`config.mk`:
```
export PLATFORM = sky130hd
export DESIGN_NAME = mem_port_arbiter
export DESIGN_NICKNAME = d
export VERILOG_FILES = /design/src/rtl/mem_port_arbiter.sv
export SDC_FILE = /design/constraint.sdc
export NUM_CORES = 1
export LEC_CHECK = 0
export ABC_AREA = 1
export ABC_CLOCK_PERIOD_IN_PS = 4300
export BUFFER_PORTS_ARGS = -buffer_cell sky130_fd_sc_hd__buf_2
export CORE_AREA = 2 2 108 110
export CTS_CLUSTER_DIAMETER = 100
export CTS_CLUSTER_SIZE = 10
export DETAILED_ROUTE_END_ITERATION = 10
export DIE_AREA = 0 0 110 112
export PLACE_DENSITY = 0.69
export SLEW_MARGIN = 15
export SYNTH_ARGS = -nofsm -noshare
export SYNTH_HDL_FRONTEND = slang
export SYNTH_SLANG_ARGS = --single-unit
export TNS_END_PERCENT = 20
```
`constraint.sdc`:
```
create_clock -name clk_i -period 4.3 [get_ports clk_i]
set_input_delay 0.86 -clock clk_i [delete_from_list [all_inputs] [get_ports clk_i]]
set_output_delay 0.86 -clock clk_i [all_outputs]
set_load 0.01 [all_outputs]
```
`src/rtl/mem_port_arbiter.sv`:
```
// Arbiter sharing one single-ported memory between instruction fetch and
// load/store data, with round-robin tie-breaking and fixed memory latency.
module mem_port_arbiter #(
  parameter int ADDR_W  = 32,
  parameter int DATA_W  = 32,
  parameter int MEM_LAT = 1
) (
  input  logic                  clk_i,
  input  logic                  rst_i,
  input  logic                  if_req_i,
  input  logic [ADDR_W-1:0]     if_addr_i,
  output logic                  if_gnt_o,
  output logic                  if_rvalid_o,
  output logic [DATA_W-1:0]     if_rdata_o,
  input  logic                  d_req_i,
  input  logic                  d_we_i,
  input  logic [ADDR_W-1:0]     d_addr_i,
  input  logic [DATA_W-1:0]     d_wdata_i,
  input  logic [DATA_W/8-1:0]   d_be_i,
  output logic                  d_gnt_o,
  output logic                  d_rvalid_o,
  output logic [DATA_W-1:0]     d_rdata_o,
  output logic                  mem_en_o,
  output logic                  mem_we_o,
  output logic [ADDR_W-1:0]     mem_addr_o,
  output logic [DATA_W-1:0]     mem_wdata_o,
  output logic [DATA_W/8-1:0]   mem_be_o,
  input  logic [DATA_W-1:0]     mem_rdata_i
);

  typedef enum logic [1:0] {IDLE, WAIT, RESP} state_t;

  localparam logic [2:0] LP_CNT_INIT = 3'(MEM_LAT - 1);

  state_t              r_state;
  logic [2:0]          r_cnt;
  logic                r_last_d;
  logic                r_owner_d;
  logic                r_owner_we;
  logic                r_if_rvalid;
  logic                r_d_rvalid;
  logic [DATA_W-1:0]   r_if_rdata;
  logic [DATA_W-1:0]   r_d_rdata;

  logic                w_open;
  logic                w_if_gnt;
  logic                w_d_gnt;

  // Grants are gated by reset so every output reads 0 while rst_i is high.
  always_comb begin
    w_open   = (r_state != WAIT) && !rst_i;
    w_if_gnt = w_open && if_req_i && (!d_req_i || r_last_d);
    w_d_gnt  = w_open && d_req_i && !w_if_gnt;

    mem_en_o    = 1'b0;
    mem_we_o    = 1'b0;
    mem_addr_o  = '0;
    mem_wdata_o = '0;
    mem_be_o    = '0;
    if (w_if_gnt) begin
      mem_en_o   = 1'b1;
      mem_addr_o = if_addr_i;
    end else if (w_d_gnt) begin
      mem_en_o    = 1'b1;
      mem_we_o    = d_we_i;
      mem_addr_o  = d_addr_i;
      mem_wdata_o = d_wdata_i;
      mem_be_o    = d_be_i;
    end
  end

  always_ff @(posedge clk_i or posedge rst_i) begin
    if (rst_i) begin
      r_state     <= IDLE;
      r_cnt       <= '0;
      r_last_d    <= 1'b1;
      r_owner_d   <= 1'b0;
      r_owner_we  <= 1'b0;
      r_if_rvalid <= 1'b0;
      r_d_rvalid  <= 1'b0;
      r_if_rdata  <= '0;
      r_d_rdata   <= '0;
    end else begin
      r_if_rvalid <= 1'b0;
      r_d_rvalid  <= 1'b0;
      case (r_state)
        IDLE, RESP: begin
          if (w_if_gnt || w_d_gnt) begin
            r_state    <= WAIT;
            r_cnt      <= LP_CNT_INIT;
            r_last_d   <= w_d_gnt;
            r_owner_d  <= w_d_gnt;
            r_owner_we <= w_d_gnt && d_we_i;
          end else begin
            r_state <= IDLE;
          end
        end
        WAIT: begin
          if (r_cnt == 3'd0) begin
            r_state <= RESP;
            if (r_owner_d) begin
              r_d_rvalid <= 1'b1;
              r_d_rdata  <= r_owner_we ? '0 : mem_rdata_i;
            end else begin
              r_if_rvalid <= 1'b1;
              r_if_rdata  <= mem_rdata_i;
            end
          end else begin
            r_cnt <= r_cnt - 3'd1;
          end
        end
        default: r_state <= IDLE;
      endcase
    end
  end

  assign if_gnt_o    = w_if_gnt;
  assign d_gnt_o     = w_d_gnt;
  assign if_rvalid_o = r_if_rvalid;
  assign d_rvalid_o  = r_d_rvalid;
  assign if_rdata_o  = r_if_rdata;
  assign d_rdata_o   = r_d_rdata;

endmodule

```
==> metrics.md, run 1 <==
| Metric | Value |
|---|---|
| Area Overhead vs Synth | `45.88%` |
| Routed len/inst | `16.13 um` |
| Pwr Density | `558.5 nW/um2` |
| Mux share of post-synthesis cell area | `0%` |
| FFs w/ async S/R, synth | `100.0%` |
| Yosys reg bits | `74` |
| Final setup fails | `0` |
| Critical register-to-register path startpoint | `r_cnt[0]` |
| VDD IR max | `0.3925 mV` |
| Post-Layout Cell Count | `924` |
| I/O pin count | `275` |
| Root buffer cell | `clkbuf_16` |
| Number of setup buffers added after CTS | `0` |
| DRC viols | `0` |
| Initial Util | `33.56%` |
| Worst clock skew | `0.01045 ns` |
| Slew headroom | `29.18%` |
| Synth Area in Adders | `0.6673%` |
| Placed cell area | `5166 um2` |
| Synth top area share | `48.72%` |
| Grt ovf | `0` |
| Most frequent cells after synthesis | `nand2_1 (237), dfrtp_1 (73), inv_1 (50)` |
| DP HPWL | `11480 um` |
| Part of the Yosys area used for sequential elements | `49.42%` |
| Syn nets | `653` |
| NumNets Final | `915` |
| CP max-delay cell | `dfrtp_1` |
| Most common cell in the synthesized netlist | `nand2_1` |
| Max Root-Sink Buffers | `2` |
| Largest net degree at the start of global routing | `75` |
| Chip Width | `110 um` |
| Avg Synthesized Cell Area | `7.295 um2` |
| Main combinational cell family by area after synthesis | `simple AND/OR/NAND/NOR gates` |
| Vias per inst | `4.528` |
| Share of post-route cells with drive strength above 1 | `40.46%` |
| Num CTS Buffers | `9` |
| Pleak | `3.497 nW` |
| Crit path buf inv count | `2` |
| Compound-Gate Fraction of Synth Area | `4.671%` |
| Distinct cells, synth | `19` |
| Crit-path max cell delay | `0.47 ns` |
| Post-synth EDFFs | `0` |
| Status | `complete, no violations` |
| I/O Buffers | `274` |
| Core area | `11170 um2` |
| WP data arrival | `2.25 ns` |
| Cell family with the largest share of critical-path delay | `simple AND/OR/NAND/NOR gates` |
| Synth Flop Type | `dfrtp_1` |
| Synth area leader | `dfrtp_1` |
| Clk slew on worst S/H paths | `0.06 ns` |
| Post-Synth XOR/XNOR Area | `0%` |
| Synth Area in Simple Gates | `35.34%` |
| Crit-path max FO | `36` |
| Hold Crit Start | `if_rdata_o[2]` |
| CTS Sinks | `74` |
| Post-CTS Resized | `0` |
| Max-Cap Viols | `0` |
| CTS tree | `done` |
| Largest cells by area after synthesis | `dfrtp_1 (49%), nand2_1 (24%), inv_1 (5.0%)` |
| Clock power frac | `25.0%` |
| Net switching power | `1.150 mW` |
| Period utilization | `72.44%` |
| RSZ-0062 raised after global routing | `no` |
| Total global-route track usage | `23.68%` |
| Die Area | `12320 um2` |
| ANT nets after route | `0` |
| Antenna fix cells | `0` |
| Pre-CTS WS | `1.365 ns` |
| Detailed Route Iter0 Violations | `278` |
| Reg power frac | `38.3%` |
| Cell area after synthesis | `3750 um2` |
| Initial antenna violation count | `2` |
| Clock Latency Late Sink | `0.33 ns` |
| CP Capture Type | `output pin` |
| Rows | `39` |
| Vias in the first global route | `3907` |
| FMAX | `321.0 MHz` |
| CP required | `3.44 ns` |
| Setup CP Type | `flop to output pin` |
| First-pass GRT wire length | `22010 um` |
| Max-slew violations | `0` |
| GP Congestion | `0.8660` |
| Slew @ Worst Pin | `1.061 ns` |
| Sw Share | `37.65%` |
| Tmin final | `3.115 ns` |
| Hold Vio Cnt, Final | `0` |
| YS warnings | `0` |
| Worst setup margin | `1.185 ns` |
| Final instance area | `5470 um2` |
| Cell internal pwr | `1.905 mW` |
| Startpoint Class | `flop` |
| Drt pass-1 iters | `4` |
| Logic gate share of total power | `36.7%` |
| Die Ht | `112 um` |
| Htree depth | `3` |
| Placed insts | `908` |
| Setup crit start | `r_state[0]` |
| Syn Inst Count | `514` |
| TNS Setup | `0 ns` |
| Hold crit path type | `flop to flop` |
| Total wire length | `14900 um` |
| Hold buffers post-CTS | `0` |
| Vias | `4184` |
| Crit-path cells | `nand2_4 -> nand2_4 -> nor2_4 -> nand2_2 -> inv_2 -> nand2_1 -> nand2_1 -> buf_2` |
[per-stage QoR]
step           utilization (%)  total power, mW  hold slack (ns)
3_5_place_dp             46.23            2.305           0.4598
4_1_cts                  48.95            3.084           0.4782
2_1_floorplan                -            1.749           0.4494
5_1_grt                  48.95            3.265           0.4988
3_3_place_gp             46.23            2.293           0.4582
6_report                 48.95            3.055           0.4750
[layer usage]
layer	up-vias	routed length, um	global-route usage, %
li1	2081	-	-
met1	1900	5939	30.63
met2	178	7223	38.61
met3	21	1376	6.323
met4	4	335	7.004
met5	-	27	0
[power by group through the flow]
| stage | Clock (mW) | Sequential, mW | Combinational (mW) |
|---|---|---|---|
| floorplan | 0 | 1.32 | 0.430 |
| global placement | 0 | 1.17 | 1.13 |
| detailed placement | 0 | 1.16 | 1.14 |
| CTS | 0.779 | 1.17 | 1.14 |
| global route | 0.812 | 1.21 | 1.25 |
| finish | 0.765 | 1.17 | 1.12 |
[state kept, by name, indices dropped and copies added, names as in the netlist]
| signal | cells |
|---|---|
| r_last_d | 1 |
| r_owner_we | 1 |
| d_rvalid_o | 1 |
| r_owner_d | 1 |
| if_rvalid_o | 1 |
| if_rdata_o | 32 |
| d_rdata_o | 32 |
| r_cnt | 3 |
| r_state | 2 |
[cells in the final DEF, fill, tap and decap left out, drive strengths merged]
cell / count
nand2: 241
buf: 279
clkinv: 3
o21ai: 34
clkbuf: 10
ha: 2
a21oi: 1
bufinv: 1
nand3: 35
nor2: 42
clkinvlp: 1
inv: 54
dfrtp: 73
dfstp: 1
nand4: 4
[final timing paths]
kind,depth (start not counted),slack (ns),to
min in group asynchronous,3,0.85,d_rdata_o[26]
max in group asynchronous,3,2.86,d_rdata_o[0]
worst max-delay path,8,1.19,mem_addr_o[20]
worst min register to register,2,0.48,if_rdata_o[2]
worst min-delay path,2,0.48,if_rdata_o[2]
worst max register to register,9,1.89,if_rdata_o[5]
[cell type report]
| cell class | instances | area [um2] |
|---|---|---|
| fillers | 1173 | 5704 |
| multi-input cells | 359 | 1525 |
| repair buffers | 279 | 1409 |
| well taps | 143 | 178.9 |
| flip-flops and latches | 74 | 1853 |
| clock inverters | 6 | 75.07 |
| inverters | 53 | 200.2 |
| clock buffers | 10 | 229.0 |
[worst reg2reg max path, stage by stage (launching register included)]
cell and delay (ns):
dfrtp_1 0.38, inv_1 0.08, ha_1 0.15, ha_1 0.15, inv_1 0.11, nor2_1 0.13
nand2_2 0.42, inv_2 0.66, nand2_1 0.18, nand2_1 0.09
[kinds of logic after synthesis]
family                     Yosys count
AOI/OAI and AO/OA                   35
DFF                                 74
adders and majority gates            2
and+or+nand+nor                    322
buffers and inverters               81
(Power assumes the default switching activity.)
==> run 2, diff against run 1 <==
ABC_CLOCK_PERIOD_IN_PS = 3040   (was 4300)
clock period = 3.04 ns   (was 4.3 ns; I/O delays follow)
==> run 2 against run 1 <==
Sequential power rose by 42%. Critical path depth unchanged. Cell count is 0.43% higher. Non-clock buffer count up 3. Core utilization is 0.30 points higher. Setup slack lost 0.68 ns. Count of clock-buffer cells in the layout rose by 3. Clock skew is 0.0060 ns lower. Sequential share of layout area decreased by 0.21 points. Via count is 0.55% lower. Critical endpoint is now mem_addr_o[16].
==> metrics.md, run 2 (synthesis gave the netlist of run 1 again) <==
| Metric | Value |
|---|---|
| Hold crit path type | `flop to flop` |
| I/O Buffers | `274 (unchanged)` |
| Htree depth | `3 (unchanged)` |
| Total global-route track usage | `21.66% (-2.0 points)` |
| Drt pass-1 iters | `4 (unchanged)` |
| Max Root-Sink Buffers | `2 (unchanged)` |
| Startpoint Class | `flop` |
| Initial Util | `33.56% (unchanged)` |
| Largest net degree at the start of global routing | `75 (unchanged)` |
| FMAX | `395.0 MHz` |
| Final setup fails | `0 (unchanged)` |
| GP Congestion | `0.8752 (+1.1%)` |
| Area Overhead vs Synth | `46.78%` |
| Logic gate share of total power | `37.4% (+0.7 points)` |
| Vias | `4161 (-0.55%)` |
| Clk slew on worst S/H paths | `0.06 ns (about the same)` |
| Die Area | `12320 um2 (unchanged)` |
| CTS tree | `done` |
| Worst reg2reg path depth | `8 (-1)` |
| WP data arrival | `1.92 ns (-0.33 ns)` |
| Pre-CTS WS | `0.6518 ns (-0.7130 ns)` |
| ANT nets after route | `0 (unchanged)` |
| Post-CTS Resized | `0 (unchanged)` |
| VDD IR max | `0.5132 mV (+31%)` |
| NumNets Final | `918 (+0.33%)` |
| CP Capture Type | `output pin` |
| Reg power frac | `39.5% (+1.2 points)` |
| Hold buffers post-CTS | `0 (unchanged)` |
| TNS Setup | `0 ns (unchanged)` |
| Cell internal pwr | `2.652 mW (+39%)` |
| Num CTS Buffers | `9 (unchanged)` |
| RSZ-0062 raised after global routing | `no` |
| Clock power frac | `23.1% (-1.9 points)` |
| Core area | `11170 um2 (unchanged)` |
| Routed len/inst | `14.49 um (-10%)` |
| Tmin final | `2.532 ns` |
| Total wire length | `13450 um (-9.8%)` |
| Root buffer cell | `clkbuf_16` |
| Hold Path Stages | `2 (unchanged)` |
| Clock Latency Late Sink | `0.32 ns (about the same)` |
| Vias per inst | `4.484 (-0.98%)` |
| Slew @ Worst Pin | `0.9231 ns (-0.1381 ns)` |
| Grt ovf | `0 (unchanged)` |
| Max-Cap Viols | `0 (unchanged)` |
| Worst setup margin | `0.5084 ns (-0.6767 ns)` |
| Period utilization | `83.28%` |
| Rows | `39 (unchanged)` |
| Status | `complete, no violations` |
| First-pass GRT wire length | `20490 um (-6.9%)` |
| Chip Width | `110 um (unchanged)` |
| CP required | `2.43 ns (-1.01 ns)` |
| Final instance area | `5504 um2 (+0.62%)` |
| DRC viols | `0 (unchanged)` |
| Worst clock skew | `0.004415 ns (-0.006031 ns)` |
| CTS Sinks | `74 (unchanged)` |
| Detailed Route Iter0 Violations | `340 (+22%)` |
| Share of post-route cells with drive strength above 1 | `41.63% (+1.2 points)` |
| DP HPWL | `10040 um (-13%)` |
| Die Ht | `112 um (unchanged)` |
| Pwr Density | `762.3 nW/um2 (+36%)` |
| Sw Share | `36.80% (-0.85 points)` |
| Vias in the first global route | `4027 (+3.1%)` |
| Setup CP Type | `flop to output pin` |
| Hold Vio Cnt, Final | `0 (unchanged)` |
| Slew headroom | `38.46% (+9.3 points)` |
| Crit-path max FO | `33 (-8.3%)` |
| Number of setup buffers added after CTS | `0 (unchanged)` |
| Commonest non-fill, non-tap cells in the layout | `buf_2 (274), nand2_1 (228), dfrtp_1 (73)` |
| Pleak | `3.492 nW (-0.13%)` |
| Max-slew violations | `0 (unchanged)` |
| Initial antenna violation count | `3 (+1)` |
| Net switching power | `1.544 mW (+34%)` |
| Placed cell area | `5226 um2 (+1.2%)` |
| I/O pin count | `275 (unchanged)` |
| Most common cell after layout, fill and taps aside | `buf_2` |
run 2: cell type report:
cell class                 count  area [um2]
antenna                        2       5.005
clock buffer                  13       260.3
clock inverter                 2       12.51
fill                        1156        5670
inverter                      53       202.7
multi-input combinational    359        1548
sequential                    74        1853
tap                          143       178.9
timing repair buffer         282        1444
run 2: worst paths after layout:
path / slack [ns] / from / endpoint
min reg2reg: 0.47 / if_rdata_o[30] / if_rdata_o[30]
max reg2reg: 1.19 / r_cnt[0] / d_rdata_o[11]
max in group asynchronous: 1.82 / rst_i / d_rdata_o[8]
max: 0.51 / r_state[0] / mem_addr_o[16]
min: 0.47 / if_rdata_o[30] / if_rdata_o[30]
min in group asynchronous: 0.63 / rst_i / r_cnt[2]
run 2: per-layer routing:
| metal | vias up | part of all wire [%] | GRT usage (%) |
|---|---|---|---|
| met5 | - | 0.097 | 0 |
| met4 | 2 | 1.5 | 6.329 |
| met3 | 18 | 10 | 7.611 |
| met2 | 180 | 48 | 36.56 |
| met1 | 1878 | 40 | 25.70 |
| li1 | 2083 | - | - |
run 2: through the flow:
step | cells | hold WS (ns) | power, mW | utilization (%)
after CTS | 926 | 0.4751 | 4.255 | 49.21
after global placement | 911 | 0.4593 | 3.233 | 46.77
after detailed placement | 911 | 0.4593 | 3.255 | 46.77
after global routing | 927 | 0.4932 | 4.515 | 49.23
final | 928 | 0.4703 | 4.196 | 49.26
after floorplan | 514 | 0.4494 | 2.479 | -
run 2: power by group through the flow:
stage	combinational, mW	clock, mW	sequential (mW)
2_1_floorplan	0.613	0	1.87
3_3_place_gp	1.57	0	1.66
3_5_place_dp	1.61	0	1.65
4_1_cts	1.60	0.996	1.66
5_1_grt	1.76	1.04	1.71
6_report	1.57	0.970	1.66
run 2: worst max-delay path: stages, from the launching register on:
cell and delay (ns):
dfrtp_1 0.47, nand2_4 0.12, nand2_4 0.08, nor2_4 0.09, nand2_2 0.07, inv_2 0.41, nand2_1 0.10, nand2_1 0.11
buf_2 0.14
